## config.mk

```make
export PLATFORM = sky130hd
export DESIGN_NAME = sync_fifo_flags
export DESIGN_NICKNAME = d
export VERILOG_FILES = /design/src/rtl/sync_fifo_flags_pkg.sv /design/src/rtl/sync_fifo_flags_ram.sv /design/src/rtl/sync_fifo_flags.sv
export SDC_FILE = /design/constraint.sdc
export NUM_CORES = 1
export LEC_CHECK = 0
export BUFFER_PORTS_ARGS = -buffer_cell sky130_fd_sc_hd__buf_2
export CAP_MARGIN = 40
export CORE_MARGIN = 10
export CORE_UTILIZATION = 50
export CTS_CLUSTER_DIAMETER = 60
export DETAILED_ROUTE_END_ITERATION = 10
export GPL_TIMING_DRIVEN = 0
export HOLD_SLACK_MARGIN = 0.15
export PLACE_DENSITY = 0.69
export SETUP_SLACK_MARGIN = 0.15
export SYNTH_ARGS = -nofsm -noshare
export SYNTH_HDL_FRONTEND = slang
export SYNTH_SLANG_ARGS = --single-unit
```

## constraint.sdc

```tcl
create_clock -name clk -period 3.7 [get_ports clk]
set_input_delay 0.74 -clock clk [delete_from_list [all_inputs] [get_ports clk]]
set_output_delay 0.74 -clock clk [all_outputs]
set_load 0.02 [all_outputs]
```

## src/rtl/sync_fifo_flags_pkg.sv

```systemverilog
// sync_fifo_flags_pkg: sizing helpers shared by the flagged single-clock FIFO
package sync_fifo_flags_pkg;
   function automatic int cnt_bits(input int depth);
      return $clog2(depth + 1);
   endfunction
   function automatic int ptr_bits(input int depth);
      return $clog2(depth);
   endfunction
endpackage

```

## src/rtl/sync_fifo_flags_ram.sv

```systemverilog
// sync_fifo_flags_ram: simple dual-port storage array, registered or combinational read
module sync_fifo_flags_ram #(
   parameter int DEPTH  = 10,
   parameter int WIDTH  = 4,
   parameter int AW     = 4,
   parameter int REG_RD = 1
) (
   input  logic             clk,
   input  logic             rst,
   input  logic             we,
   input  logic [AW-1:0]    waddr,
   input  logic [WIDTH-1:0] wdata,
   input  logic             re,
   input  logic [AW-1:0]    raddr,
   output logic [WIDTH-1:0] rdata
);
   logic [WIDTH-1:0] mem [DEPTH];
   always_ff @(posedge clk)
      if (we) mem[waddr] <= wdata;
   if (REG_RD != 0) begin : g_reg
      always_ff @(posedge clk or posedge rst)
         if (rst) rdata <= '0;
         else if (re) rdata <= mem[raddr];
   end else begin : g_comb
      logic unused_rd;
      assign unused_rd = rst ^ re;
      assign rdata = mem[raddr];
   end
endmodule

```

## src/rtl/sync_fifo_flags.sv

```systemverilog
// sync_fifo_flags: single-clock FIFO with fill count, almost flags and optional FWFT read
// Define SYNC_FIFO_ERR_EN to add sticky overflow/underflow flags with err_clr.
module sync_fifo_flags
   import sync_fifo_flags_pkg::*;
#(
   parameter int DEPTH     = 10,
   parameter int WIDTH     = 4,
   parameter int AFULL_TH  = 8,
   parameter int AEMPTY_TH = 2,
   parameter int FWFT      = 0,
   localparam int CNT_W    = cnt_bits(DEPTH),
   localparam int PTR_W    = ptr_bits(DEPTH)
) (
   input  logic             clk,
   input  logic             asrst,
   input  logic             wren,
   input  logic [WIDTH-1:0] wrdata,
   output logic             full,
   output logic             almost_full,
   input  logic             rden,
   output logic [WIDTH-1:0] rddata,
   output logic             rdvalid,
   output logic             empty,
   output logic             almost_empty,
`ifdef SYNC_FIFO_ERR_EN
   input  logic             err_clr,
   output logic             err_ovf,
   output logic             err_unf,
`endif
   output logic [CNT_W-1:0] count
);
   if (DEPTH < 2 || AFULL_TH < 1 || AFULL_TH > DEPTH || AEMPTY_TH < 0 || AEMPTY_TH >= DEPTH) begin : g_bad
      $error("sync_fifo_flags: illegal DEPTH/threshold parameters");
   end
   logic             rd_acc, wr_acc;
   logic [PTR_W-1:0] wr_ptr, rd_ptr;
   logic [CNT_W-1:0] count_nxt;
   logic [WIDTH-1:0] ram_q;
   // A full FIFO still takes a write when a read frees a slot on the same edge.
   assign rd_acc    = rden & ~empty;
   assign wr_acc    = wren & (~full | rd_acc);
   assign count_nxt = count + CNT_W'(wr_acc) - CNT_W'(rd_acc);
   function automatic logic [PTR_W-1:0] inc(input logic [PTR_W-1:0] p);
      return (p == PTR_W'(DEPTH - 1)) ? '0 : p + 1'b1;
   endfunction
   always_ff @(posedge clk or posedge asrst)
      if (asrst) begin
         wr_ptr       <= '0;
         rd_ptr       <= '0;
         count        <= '0;
         empty        <= 1'b1;
         almost_empty <= 1'b1;
         full         <= 1'b0;
         almost_full  <= 1'b0;
      end else begin
         if (wr_acc) wr_ptr <= inc(wr_ptr);
         if (rd_acc) rd_ptr <= inc(rd_ptr);
         count        <= count_nxt;
         empty        <= count_nxt == '0;
         full         <= count_nxt == CNT_W'(DEPTH);
         almost_full  <= count_nxt >= CNT_W'(AFULL_TH);
         almost_empty <= count_nxt <= CNT_W'(AEMPTY_TH);
      end
   sync_fifo_flags_ram #(
      .DEPTH(DEPTH), .WIDTH(WIDTH), .AW(PTR_W), .REG_RD(FWFT == 0 ? 1 : 0)
   ) u_ram (
      .clk(clk), .rst(asrst),
      .we(wr_acc), .waddr(wr_ptr), .wdata(wrdata),
      .re(rd_acc), .raddr(rd_ptr), .rdata(ram_q)
   );
   if (FWFT != 0) begin : g_fwft
      assign rddata  = empty ? '0 : ram_q;
      assign rdvalid = ~empty;
   end else begin : g_std
      assign rddata = ram_q;
      always_ff @(posedge clk or posedge asrst)
         if (asrst) rdvalid <= 1'b0;
         else rdvalid <= rd_acc;
   end
`ifdef SYNC_FIFO_ERR_EN
   // Set beats clear when both happen in the same cycle.
   always_ff @(posedge clk or posedge asrst)
      if (asrst) begin
         err_ovf <= 1'b0;
         err_unf <= 1'b0;
      end else begin
         err_ovf <= (wren & ~wr_acc) | (err_ovf & ~err_clr);
         err_unf <= (rden & empty) | (err_unf & ~err_clr);
      end
`endif
endmodule

```

==> results.py <==
metrics = {
    "run_status": {
        "status": "finished clean",
    },
    "sta": {
        "post-route-period-util": 0.647,
        "whs_ps": 529,
        "grt_setup_unrepaired": "false",
        "slew_viol_final": 0,
        "fin_tns_setup_ps": 0,
        "relSlewSlack": 0.423,
        "hold_viol": 0,
        "timing.fmax_mhz": 418,
        "setup_violations": 0,
        "period_minus_slack_ps": 2390,
        "clock_skew_ps": 9.63,
        "max_slew.worst_pin.slew_ps": 858,
    },
    "placed_design": {
        "post_dp_cell_area_sq_um": 2730,
        "detailedPlacementHpwl_mm": 3.48,
        "gp_congestion": 0.885,
        "io_buffers": 20,
    },
    "cts": {
        "cts_tree": "yes",
        "clock-sinks": 61,
        "path_clk_slew_ps": 60,
        "post_cts_buffers": 0,
        "htree_levels": 3,
        "ctsHoldBuffers": 0,
        "worstSkewPairLatency_ps": 330,
        "cts-root-buf": "clkbuf_8",
        "post_cts_resize_count": 0,
        "cts_buffer_depth": 2,
        "numCtsBuffers": 9,
    },
    "synth": {
        "syn_inst": 178,
        "seq_area_frac_synth": 0.680,
        "async_flop_share": 0.344,
        "synth_top_family_by_area": "compound AO/OA/AOI/OAI gates",
        "synth_compound_area_frac": 0.0797,
        "postSynthAreaPerCell_sq_um": 14.3,
        "synth_edf_count": 40,
        "netlist_area_sq_um": 2540,
        "synth_warnings": 0,
        "synth_ff_type": "edfxtp_1",
        "synth_cell_type_count": 39,
        "synth_fp_nets": 191,
        "ys_seq_elements": 61,
        "yosys.area_share.xor_xnor": 0.0276,
        "yosys.area_share.simple": 0.0763,
        "synthAdderAreaFrac": 0.0276,
        "muxShareOfSynthArea": 0.0787,
    },
    "layout": {
        "drive_above_1_share": 0.188,
        "fillCellCount": 414,
        "antenna_cells": 0,
        "final_common_cell": "edfxtp_1",
        "fin_area_sq_um": 2880,
        "syn_to_final_growth_pct": 13.1,
        "fin_nets": 222,
        "final_cell_mix": "edfxtp_1 (40), buf_2 (21), mux2i_1 (20)",
    },
    "grt": {
        "antenna_found_initial": 0,
        "grt_pass1_vias": 1557,
        "grt_overflow": 0,
        "grt_start_max_net_pins": 22,
        "grt_pass1_wl_mm": 7.74,
        "track_usage": 0.122,
    },
    "detailed_routing": {
        "drtIter0Drc": 113,
        "drc": 0,
        "drt_wl_total_mm": 4.70,
        "postRouteAntennaNets": 0,
        "post_drt_via_cell_ratio": 5.21,
        "num_vias": 1458,
        "first_pass_iters": 4,
        "wire_per_inst_um": 16.8,
    },
    "power_and_ir_drop": {
        "peakVddDrop_mv": 0.446,
        "p_per_area_nw_per_um2": 820,
        "leakage_nw": 1.15,
        "p_total_mw": 2.36,
    },
    "worst_setup_path": {
        "critPathLaunchType": "primary input",
        "worst_r2r_path_depth": 9,
        "criticalPathCategory": "in -> reg",
        "cp_max_fo": 11,
        "arrival_ps": 2620,
        "end_kind": "flop",
        "critPathRequiredTime_ps": 3920,
    },
    "floorplanning": {
        "coreArea_sq_um": 4820,
        "row_count": 25,
        "die_area_sq_um": 8340,
        "start_util": 0.528,
        "io_pins": 21,
        "die_w_um": 91.3,
        "die_y_um": 91.3,
    },
    "flow_run": {
        "max_cap_viol_count": 0,
    },
    "worst_hold_path": {
        "hold_path.class": "in -> async",
    },
}
## worst paths after layout
path,start,end,slack [ps]
worst max-delay path,rden,full$_DFF_PP0_,1310
worst min-delay path,asrst,rd_ptr[0]$_DFFE_PP0P_,530
worst max register to register,empty$_DFF_PP1_,full$_DFF_PP0_,1340
worst min register to register,u_ram.rdata[3]$_DFFE_PP0P_,u_ram.rdata[3]$_DFFE_PP0P_,530
max in group asynchronous,asrst,wr_ptr[0]$_DFFE_PP0P_,2690
min in group clk,u_ram.rdata[3]$_DFFE_PP0P_,u_ram.rdata[3]$_DFFE_PP0P_,530
## logic make-up after synthesis
logic type,Yosys count
AND/OR/NAND/NOR,40
AO/OA/AOI/OAI,28
adder cells (fa/ha/maj),5
flip-flops,61
multiplexers,20
XOR/XNOR,8
buffers and inverters,16
## routing by layer
| layer | GRT usage | part of all wire | vias up |
|---|---|---|---|
| met5 | 0 | 0 | - |
| met3 | 0.0428 | 0.055 | 7 |
| met2 | 0.195 | 0.50 | 27 |
| met1 | 0.139 | 0.43 | 714 |
| li1 | - | - | 710 |
| met4 | 0.0705 | 0.020 | 0 |
## flip-flops by register name, summed over array words and instances, names as in the netlist
register      flops
almost_empty      1
almost_full       1
count             4
empty             1
full              1
rd_ptr            4
rdvalid           1
u_ram.mem        40
u_ram.rdata       4
wr_ptr            4
## where the power goes
| group | switching [mW] | leakage, nW | internal [mW] |
|---|---|---|---|
| clock network | 0.233 | 0.0776 | 0.235 |
| logic | 0.548 | 0.462 | 0.358 |
| registers | 0.0861 | 0.606 | 0.898 |
| total | 0.867 | 1.15 | 1.49 |
## critical path, cell delays in order
cell,delay (ps)
buf_2,100
nor2b_4,140
buf_2,190
ha_1,290
inv_1,40
ha_1,200
fa_1,380
xor2_1,270
nor2_1,60
and3_1,190
## Yosys cell counts, drive strengths merged (3+ instances only)
cell type / n / area share
dfrtp: 19 / 0.19
a21oi: 5 / 0.011
edfxtp: 40 / 0.47
a31oi: 4 / 0.0098
nor3: 4 / 0.0079
a22oi: 8 / 0.024
xnor2: 5 / 0.017
nand2: 5 / 0.0074
nor2b: 3 / 0.010
buf: 4 / 0.012
ha: 4 / 0.020
nor2: 19 / 0.028
mux2i: 20 / 0.079
o21ai: 4 / 0.012
inv: 9 / 0.013
xor2: 3 / 0.010
## area by class of cell
class                   count  area [sq um]  share of cell area
plain buffers               6          38.8              0.0135
clock buffers              12           135              0.0470
clock inverters             3          13.8             0.00479
well taps                  67          83.8              0.0292
flip-flops and latches     61          1730               0.601
inverters                  10          37.5              0.0131
multi-input cells         101           737               0.256
repair buffers             20           100              0.0348
## stage by stage
stage,cells,setup slack [ps],utilization
2_1_floorplan,178,1230,-
6_report,280,1310,0.597
4_1_cts,280,1310,0.597
3_3_place_gp,265,1020,0.566
5_1_grt,280,1130,0.597
3_5_place_dp,265,954,0.566
No activity file was read; power rests on OpenSTA's default activity.
